<file path="src/rtl/monitoramento_pressao_histerese_pkg.sv">
// Shared types for the pressure hysteresis monitor: FSM state enum and alert codes.
package monitoramento_pkg;

   localparam logic [1:0] ALERTA_NORMAL = 2'b00;
   localparam logic [1:0] ALERTA_BAIXO  = 2'b01;
   localparam logic [1:0] ALERTA_ALTO   = 2'b10;

   // State encoding equals the alert code so alerta is the state register itself.
   typedef enum logic [1:0] {
      NORMAL = ALERTA_NORMAL,
      BAIXO  = ALERTA_BAIXO,
      ALTO   = ALERTA_ALTO
   } estado_t;

endpackage

</file>
<file path="src/rtl/monitoramento_pressao_histerese_contador_confirmacao.sv">
// Confirmation streak tracker: remembers the candidate class and counts
// consecutive valid samples agreeing with it. confirmado is combinational so
// the FSM changes state on the same edge that registers the final sample.
module contador_confirmacao
   import monitoramento_pkg::*;
#(
   parameter int CONFIRMA = 3
) (
   input  logic    clk,
   input  logic    rst_n,
   input  logic    amostra_valida,
   input  estado_t estado,
   input  estado_t alvo,
   output logic    confirmado
);

   localparam int W = $clog2(CONFIRMA + 1);
   localparam logic [W:0] ALVO_CNT = (W + 1)'(CONFIRMA);

   logic [W-1:0] cnt_q, cnt_d;
   logic [W:0]   cnt_mais;
   estado_t      cand_q, cand_d;

   // Next candidate/count; a confirmed change clears both so the new state starts fresh.
   always_comb begin
      cnt_d      = cnt_q;
      cand_d     = cand_q;
      confirmado = 1'b0;
      cnt_mais   = {1'b0, cnt_q} + (W + 1)'(1);
      if (amostra_valida) begin
         if (alvo == estado) begin
            cnt_d = '0;
         end else if (alvo == cand_q) begin
            // Reaching CONFIRMA always confirms and clears, which also bounds the count.
            if (cnt_mais >= ALVO_CNT) confirmado = 1'b1;
            else                      cnt_d = cnt_mais[W-1:0];
         end else begin
            cand_d = alvo;
            if (CONFIRMA == 1) confirmado = 1'b1;
            else               cnt_d = W'(1);
         end
         if (confirmado) begin
            cnt_d  = '0;
            cand_d = NORMAL;
         end
      end
   end

   // Streak registers.
   always_ff @(posedge clk or negedge rst_n) begin
      if (!rst_n) begin
         cnt_q  <= '0;
         cand_q <= NORMAL;
      end else begin
         cnt_q  <= cnt_d;
         cand_q <= cand_d;
      end
   end

endmodule

</file>
<file path="src/rtl/monitoramento_pressao_histerese.sv">
// Pressure monitor with hysteresis, confirmation streak and sticky alarm.
// Optional build macro MONITORAMENTO_CONTADOR_EVENTOS_EN adds the 16-bit
// saturating 'eventos' counter of alarm entries.
//
// state  | meaning
// NORMAL | pressure within limits, alerta=00
// BAIXO  | confirmed low pressure, alerta=01
// ALTO   | confirmed high pressure, alerta=10
module monitoramento_pressao_histerese
   import monitoramento_pkg::*;
#(
   parameter int           N            = 8,
   parameter logic [N-1:0] LIMITE_BAIXO = N'(50),
   parameter logic [N-1:0] LIMITE_ALTO  = N'(150),
   parameter logic [N-1:0] HISTERESE    = N'(5),
   parameter int           CONFIRMA     = 3
) (
   input  logic         clk,
   input  logic         rst_n,
   input  logic         amostra_valida,
   input  logic [N-1:0] pressao,
   input  logic         reconhece,
   output logic [1:0]   alerta,
   output logic         alarme_travado
`ifdef MONITORAMENTO_CONTADOR_EVENTOS_EN
   ,
   output logic [15:0]  eventos
`endif
);

   localparam logic [N-1:0] SAIDA_BAIXO = LIMITE_BAIXO + HISTERESE;
   localparam logic [N-1:0] SAIDA_ALTO  = LIMITE_ALTO - HISTERESE;

   // Reject threshold sets whose hysteresis bands would wrap or overlap.
   if (CONFIRMA < 1 ||
       int'(HISTERESE) > int'(LIMITE_ALTO) ||
       int'(LIMITE_BAIXO) + int'(HISTERESE) > (2 ** N) - 1 ||
       int'(LIMITE_BAIXO) + int'(HISTERESE) > int'(LIMITE_ALTO) - int'(HISTERESE)) begin : g_param_erro
      $error("monitoramento_pressao_histerese: invalid thresholds/hysteresis/CONFIRMA");
   end

   estado_t estado_q, estado_d, alvo;
   logic    confirmado, entrada;
   logic    travado_q, travado_d;

   contador_confirmacao #(.CONFIRMA(CONFIRMA)) u_confirma (
      .clk            (clk),
      .rst_n          (rst_n),
      .amostra_valida (amostra_valida),
      .estado         (estado_q),
      .alvo           (alvo),
      .confirmado     (confirmado)
   );

   // Target class for this sample; exit thresholds are widened by the hysteresis band.
   always_comb begin
      alvo = estado_q;
      unique case (estado_q)
         NORMAL: begin
            if (pressao >= LIMITE_ALTO)       alvo = ALTO;
            else if (pressao < LIMITE_BAIXO)  alvo = BAIXO;
            else                              alvo = NORMAL;
         end
         ALTO: begin
            if (pressao < LIMITE_BAIXO)       alvo = BAIXO;
            else if (pressao < SAIDA_ALTO)    alvo = NORMAL;
            else                              alvo = ALTO;
         end
         BAIXO: begin
            if (pressao >= LIMITE_ALTO)       alvo = ALTO;
            else if (pressao >= SAIDA_BAIXO)  alvo = NORMAL;
            else                              alvo = BAIXO;
         end
         default: alvo = NORMAL;
      endcase
   end

   // Next state and sticky flag; a new alarm entry beats a simultaneous acknowledge.
   always_comb begin
      estado_d  = estado_q;
      travado_d = travado_q;
      entrada   = 1'b0;
      if (confirmado) begin
         estado_d = alvo;
         entrada  = (alvo != NORMAL);
      end
      if (reconhece && estado_q == NORMAL) travado_d = 1'b0;
      if (entrada)                         travado_d = 1'b1;
   end

   // State and latch registers.
   always_ff @(posedge clk or negedge rst_n) begin
      if (!rst_n) begin
         estado_q  <= NORMAL;
         travado_q <= 1'b0;
      end else begin
         estado_q  <= estado_d;
         travado_q <= travado_d;
      end
   end

   assign alerta         = estado_q;
   assign alarme_travado = travado_q;

`ifdef MONITORAMENTO_CONTADOR_EVENTOS_EN
   logic [15:0] eventos_q, eventos_d;

   // Saturating count of alarm entries; acknowledge does not touch it.
   always_comb begin
      eventos_d = eventos_q;
      if (entrada && eventos_q != 16'hFFFF) eventos_d = eventos_q + 16'd1;
   end

   // Event counter register.
   always_ff @(posedge clk or negedge rst_n) begin
      if (!rst_n) eventos_q <= 16'd0;
      else        eventos_q <= eventos_d;
   end

   assign eventos = eventos_q;
`endif

endmodule

</file>
<file path="config.mk">
export PLATFORM = sky130hd
export DESIGN_NAME = monitoramento_pressao_histerese
export DESIGN_NICKNAME = d
export VERILOG_FILES = /design/src/rtl/monitoramento_pressao_histerese_pkg.sv /design/src/rtl/monitoramento_pressao_histerese_contador_confirmacao.sv /design/src/rtl/monitoramento_pressao_histerese.sv
export SDC_FILE = /design/constraint.sdc
export NUM_CORES = 1
export LEC_CHECK = 0
export ABC_AREA = 1
export BUFFER_PORTS_ARGS = -buffer_cell sky130_fd_sc_hd__buf_4
export CORE_AREA = 8 8 45 47
export DETAILED_ROUTE_END_ITERATION = 12
export DIE_AREA = 0 0 53 55
export GPL_ROUTABILITY_DRIVEN = 1
export PLACE_DENSITY = 0.79
export SLEW_MARGIN = 30
export SYNTH_ARGS = -nofsm -noshare
export SYNTH_HDL_FRONTEND = slang
export SYNTH_SLANG_ARGS = --single-unit
</file>
<file path="constraint.sdc">
create_clock -name clk -period 1.7 [get_ports clk]
set_input_delay 0.34 -clock clk [delete_from_list [all_inputs] [get_ports clk]]
set_output_delay 0.34 -clock clk [all_outputs]
set_load 0.01 [all_outputs]
</file>
======== Word level (Yosys, flattened, before mapping) ========
Index checks and enable logic that the tools add are counted.
cells by class
  add/sub/neg operators ................... 1
  equality and inequality tests ........... 7
  order comparisons ....................... 5
  reduce and logical (&&, ||, !) cells .... 6
  mux-type cells .......................... 22
operators by type and width
  operator                                               number
  two-way mux 2 bit                                      11
  two-way mux 1 bit                                      10
  >= comparator 8 x 6 -> 1 bit, second input constant    1
  >= comparator 8 bit, second input constant             1
  < comparator 8 x 6 -> 1 bit, second input constant     1
  < comparator 8 bit, second input constant              1
  case mux 2 bit (3 select lines)                        1
  equality test 2 bit                                    2
  inequality test 2 bit, second input constant           2
  inequality test 4 x 3 -> 1 bit, second input constant  1
  nonzero test 2 bit                                     2
  adder 2 x 1 -> 3 bit, second input constant            1
  >= comparator 3 x 2 -> 1 bit, second input constant    1
  AND reduction 3 bit                                    1
  equality test 2 x 1 -> 1 bit, second input constant    1
  equality test 2 bit, second input constant             1
  zero test 2 bit                                        1
  AND reduction 2 bit                                    1
  logical AND 1 bit                                      1
word-level totals
  word-level logic and storage cells ...... 45
  register bits after elaboration ......... 7
  output and inout bits ................... 3
  input port bits ......................... 12

======== Logic depth before layout (Yosys ltp) ========
  depth after elaboration ................. 11
  gate-level depth with buffers ........... 13
  gate-level depth less buffers ........... 13

======== By module ========
A second synthesis with hierarchy kept.
second synthesis, totals
  cell total of the unflattened synthesis .. 93
  area, all modules ....................... 586.8 um2
modules (own cells, without submodules)
  module                           sequential area each (um2)  instances  area each (um2)  cells each
  contador_confirmacao             100.1                       1          335.3            50
  monitoramento_pressao_histerese  75.1                        1          251.5            43

======== Worst setup path before layout ========
Ideal clock, no wire load.
  kind .................................... flip-flop to flip-flop
  from .................................... register estado_q[0] (netlist: alerta[0])
  to ...................................... register u_confirma.cand_q[0]
  clock period less this slack ............ 1367 ps
  path slack .............................. 333 ps
  cell stages (with the launch flop) ...... 12
  setup time .............................. 116 ps
  arrival ................................. 1250 ps
  cells stage by stage .................... dfrtp_1 -> inv_2 -> nor3_2 -> nand2_2 -> nand2_1 -> nand2_1 -> nand2_2 -> nor2_8 -> nand2_2 -> nand2_1 -> nand2_1 -> nand2_1
between the ends
  word-level cells in the longest chain between the ends .. 8
ends and longest elaborated chain
  element                                               RTL line                                                    source
  start: declaration                                    monitoramento_pressao_histerese.sv:42                       estado_t estado_q, estado_d, alvo;
  start signal: assignment                              monitoramento_pressao_histerese.sv:97                       estado_q <= estado_d;
  equality test 2 x 1 -> 1 bit (tied with other cells)  monitoramento_pressao_histerese.sv:58                       unique case (estado_q)
  case mux 2 bit (3 select lines)                       monitoramento_pressao_histerese.sv:58
  equality test 2 bit                                   monitoramento_pressao_histerese_contador_confirmacao.sv:33  end else if (alvo == cand_q) begin
  two-way mux 1 bit                                     monitoramento_pressao_histerese_contador_confirmacao.sv:33
  two-way mux 1 bit                                     monitoramento_pressao_histerese_contador_confirmacao.sv:31  if (alvo == estado) begin
  two-way mux 1 bit                                     monitoramento_pressao_histerese_contador_confirmacao.sv:30  if (amostra_valida) begin
  inequality test 2 bit (no line)                       -
  AND reduction 3 bit (no line)                         -
  end signal: assignment                                monitoramento_pressao_histerese_contador_confirmacao.sv:56  cand_q <= cand_d;
  end: declaration                                      monitoramento_pressao_histerese_contador_confirmacao.sv:22  estado_t cand_q, cand_d;
Several ways; a longest one is shown, not always the timed one. The select of a mux whose other input is x is not followed.
A chain may end at the register's enable or synchronous reset.

======== Worst setup path in the final report ========
Ends and elaborated chain as after synthesis.

==> results by stage <==
Outcome:
- The run finished with clean final reports.

Synthesis:
- The flip-flop and latch count after synthesis is 7.
- The number of different library cells in the post-synthesis netlist is 18.
- The dominant combinational cell family by area after synthesis is simple AND/OR/NAND/NOR gates.
- Of the total synthesized cell area, the portion taken by XOR and XNOR cells is 0%.
- The count of warnings emitted by yosys is 0.
- A synthesized cell averages 6.54 um^2.
- The mux cell area share after synthesis is 0%.
- The number of synthesized flops with an enable pin is 0.
- After synthesis, the share of flip-flops with an asynchronous set or reset is 100%.
- The simple-gate portion of the synthesized area is 51.1%.
- The summed instance area of the synthesized netlist is 602 um^2.
- Synthesis produced 92 cells.
- The most used flip-flop cell after synthesis is sky130_fd_sc_hd__dfrtp_1.
- The net count after synthesis is 106.
- The adder and majority gate portion of the synthesized area is 4.16%.
- Summing the areas of all compound-gate instances in the mapped netlist gives 7.48% of the synthesized area.
- The post-synthesis sequential area ratio is 29.1%.

Min path:
- The path class of the tightest hold or removal check is primary input to flip-flop.
- The worst hold path begins at reconhece.

Clock tree:
- In this run the number of H-tree levels came out at 1.
- The number of gates resized after CTS is 0.
- The CTS tree is built.
- Post-CTS timing repair inserted 0 buffers for setup.
- The clock root buffer is sky130_fd_sc_hd__clkbuf_4.
- At the later pin of the worst-skew pair, clock insertion delay measures 0.24 ns.
- The number of buffers added by the clock tree synthesis step is 3.
- The CTS sink count is 7.
- The clock input transition at the sequential cells of the worst setup and hold paths is 0.05 ns.
- No sink is reached through more buffers than the 2 on the longest clock path.

STA:
- The hold violation total from the final report is 0.
- For the final database, setup skew stands at 0.00164 ns.
- The final-report max-slew violation count is 0.
- Headroom to the max-slew limit came out at 80.0%.
- Of the available clock period, the critical path in the final layout requires 85.4%.
- The final setup TNS is 0 ns.
- Derived from the worst setup path, the maximum achievable clock frequency is 0.689 GHz.
- Setup violations remaining at the end of the flow were counted as 0.
- For the pin with the worst max-slew slack, the measured transition is 0.298 ns.
- Setup repair after global routing left no endpoint under its margin.
- The minimum clock period after layout is 1.45 ns.

Finish:
- The fraction of layout cells with a size suffix above 1 is 28.8%.
- In the final design database the tool counted 126 nets.
- From synthesis to final layout, the design area changed by 26.8%.
- 0 antenna diodes ended up in the layout.
- Leaving out fill and tap cells, the most frequent cells in the layout are sky130_fd_sc_hd__nand2_1, sky130_fd_sc_hd__buf_4, sky130_fd_sc_hd__inv_1.
- The library cell used most frequently in the layout, excluding fill and tap cells, is sky130_fd_sc_hd__nand2_1.
- The multi-input combinational cells in the finished layout cover a total of 378 um^2.
- The summed area of non-filler cells in the final layout is 763 um^2.
- After filler insertion, the fill cell instance count of the layout stands at 125.
- The register cell area after layout is 175 um^2.

Placement:
- The total placed instance area is 727 um^2.
- During placement, the flow inserted port buffers numbering 14.
- Routability-driven placement finished with a final weighted congestion of 0.857.
- The post-DP HPWL is 1060 um.

Global route:
- The via count of the first global-routing pass is 562.
- The wire length of the first global-routing pass is 2080 um.
- The overall global routing resource usage is 9.29%.
- The number of antenna violations at the first check in global routing is 0.
- Entering global routing, the biggest net connects 8 pins.
- Global routing finished with a remaining overflow of 0.

Route:
- Using the TritonRoute via totals, the vias-per-cell ratio works out to 4.75.
- Dividing the detail-routed wire length by the instance count gives 9.77 um.
- Wires add up to 1240 um.
- After detailed routing, the number of remaining DRC violations is 0.
- The routed layout has 603 vias.
- The count of nets left with antenna violations once routing finished came out at 0.
- The DRC marker count from the first detailed-route iteration is 15.
- The first detailed-routing pass took 4 iterations.

Critical path:
- At the worst endpoint, the required time is 1.83 ns.
- Along the worst path, the maximum fanout reaches 7.
- STA classifies the critical path startpoint as a flip-flop.
- The most critical setup path has its startpoint at alerta[0].
- The data arrival at the endpoint of the critical path is 1.58 ns.
- The worst reg2reg path startpoint is alerta[0].
- The critical path in this run is classified as flip-flop to flip-flop.
- The capturing element type of the critical path is a flip-flop.

Power:
- Summed over all cells, the static leakage comes to 0.425 nW.
- Dividing total power by cell area gives a power density of 1200 nW/um^2.
- The relative contribution of sequential cells to total power is 31.0%.
- Net switching is 44.4% of the power.
- The power spent charging and discharging nets is 0.406 mW.
- Of the total power, the clock network draws 15.4%.
- Across the VDD grid, the largest voltage drop is 0.647 mV.
- The combinational group share of total power is 53.7%.
- The internal power is 0.508 mW.

Die:
- Row generation in the floorplan step produced 14 rows.
- The floorplan step defined a die boundary enclosing 2920 um^2.
- The floorplan step set the die height to 55 um.
- The starting density of the core is 43.5%.
- The region available for standard cell placement spans 1380 um^2.
- The width of the die is 53 um.
- The count of pins on the block boundary is 15.

Job:
- Across the run, the number of max-cap violations was 0.
==> per-layer routing <==
layer	part of all wire, %	vias up	routed length [um]	track usage [%]
li1	-	327	-	-
met1	41	263	515	9.43
met2	51	11	627	16.4
met3	7.0	2	87	1.87
met4	0.81	0	10	7.33
met5	0	-	0	0
==> registers in the layout, summed over array words and instances (netlist names) <==
register / cells
u_confirma.cand_q: 2
alarme_travado: 1
alerta: 2
u_confirma.cnt_q: 2
==> worst paths after layout <==
path                                   endpoint  slack (ns)  depth (start not counted)
max in group asynchronous  u_confirma.cand_q[0]        1.14                          2
min                              alarme_travado        0.40                          4
min in group asynchronous             alerta[1]        0.44                          2
max reg2reg                u_confirma.cand_q[0]        0.25                         11
max                        u_confirma.cand_q[0]        0.25                         11
min reg2reg                u_confirma.cand_q[1]        0.52                          2
==> Yosys cell counts (2+ instances only) <==
cell                      number  area (um^2)
sky130_fd_sc_hd__a21oi_2       2         17.5
sky130_fd_sc_hd__dfrtp_1       7          175
sky130_fd_sc_hd__inv_2         3         11.3
sky130_fd_sc_hd__nand2_1      33          124
sky130_fd_sc_hd__nand3_1       7         35.0
sky130_fd_sc_hd__nand2_2       7         43.8
sky130_fd_sc_hd__nor2_1        7         26.3
sky130_fd_sc_hd__o21ai_1       3         15.0
sky130_fd_sc_hd__nand4_1       4         25.0
sky130_fd_sc_hd__inv_1        10         37.5
sky130_fd_sc_hd__ha_1          2         25.0
==> per-stage QoR <==
step	worst slack (ns)	utilization [%]	hold WS [ns]	power, mW	cells
2_1_floorplan	0.333	-	0.0444	0.647	92
3_3_place_gp	0.120	52.5	0.153	0.762	122
3_5_place_dp	0.113	52.5	0.153	0.773	122
4_1_cts	0.251	55.2	0.392	0.925	127
5_1_grt	0.131	55.2	0.418	0.996	127
6_report	0.248	55.2	0.398	0.913	127
==> power by group through the flow <==
stage	registers, mW	clock network, mW	logic (mW)
after floorplan	0.281	0	0.365
after global placement	0.281	0	0.481
after detailed placement	0.284	0	0.490
after CTS	0.281	0.150	0.494
after global routing	0.291	0.154	0.550
final	0.283	0.140	0.490
==> area by class of cell <==
| cell class | instances | area share [%] |
|---|---|---|
| Inverter | 13 | 6.39 |
| Sequential cell | 7 | 23.0 |
| Timing Repair Buffer | 15 | 15.1 |
| Multi-Input combinational cell | 72 | 49.5 |
| Tap cell | 16 | 2.62 |
| Clock buffer | 4 | 3.44 |
==> timing repair <==
| action | 4_1_cts | 5_1_grt |
|---|---|---|
| setup endpoints to repair | 0 | 0 |
| hold buffers | 1 | 0 |
| endpoints found under the hold margin | 7 | 0 |
==> cell families after synthesis <==
group,Yosys count
flops,7
simple gates,63
compound gates,7
fa+ha+maj,2
buf+inv,13
==> worst max-delay path, cell delays in order (launching register included) <==
cell                      delay, ns
sky130_fd_sc_hd__dfrtp_1       0.44
sky130_fd_sc_hd__inv_2         0.06
sky130_fd_sc_hd__nor3_2        0.17
sky130_fd_sc_hd__nand2_2       0.09
sky130_fd_sc_hd__nand2_1       0.10
sky130_fd_sc_hd__nand2_1       0.07
sky130_fd_sc_hd__nand2_2       0.13
sky130_fd_sc_hd__nor2_8        0.06
sky130_fd_sc_hd__nand2_2       0.05
sky130_fd_sc_hd__nand2_1       0.06
sky130_fd_sc_hd__nand2_1       0.06
sky130_fd_sc_hd__nand2_1       0.06
Power figures use the tool's default switching activity.
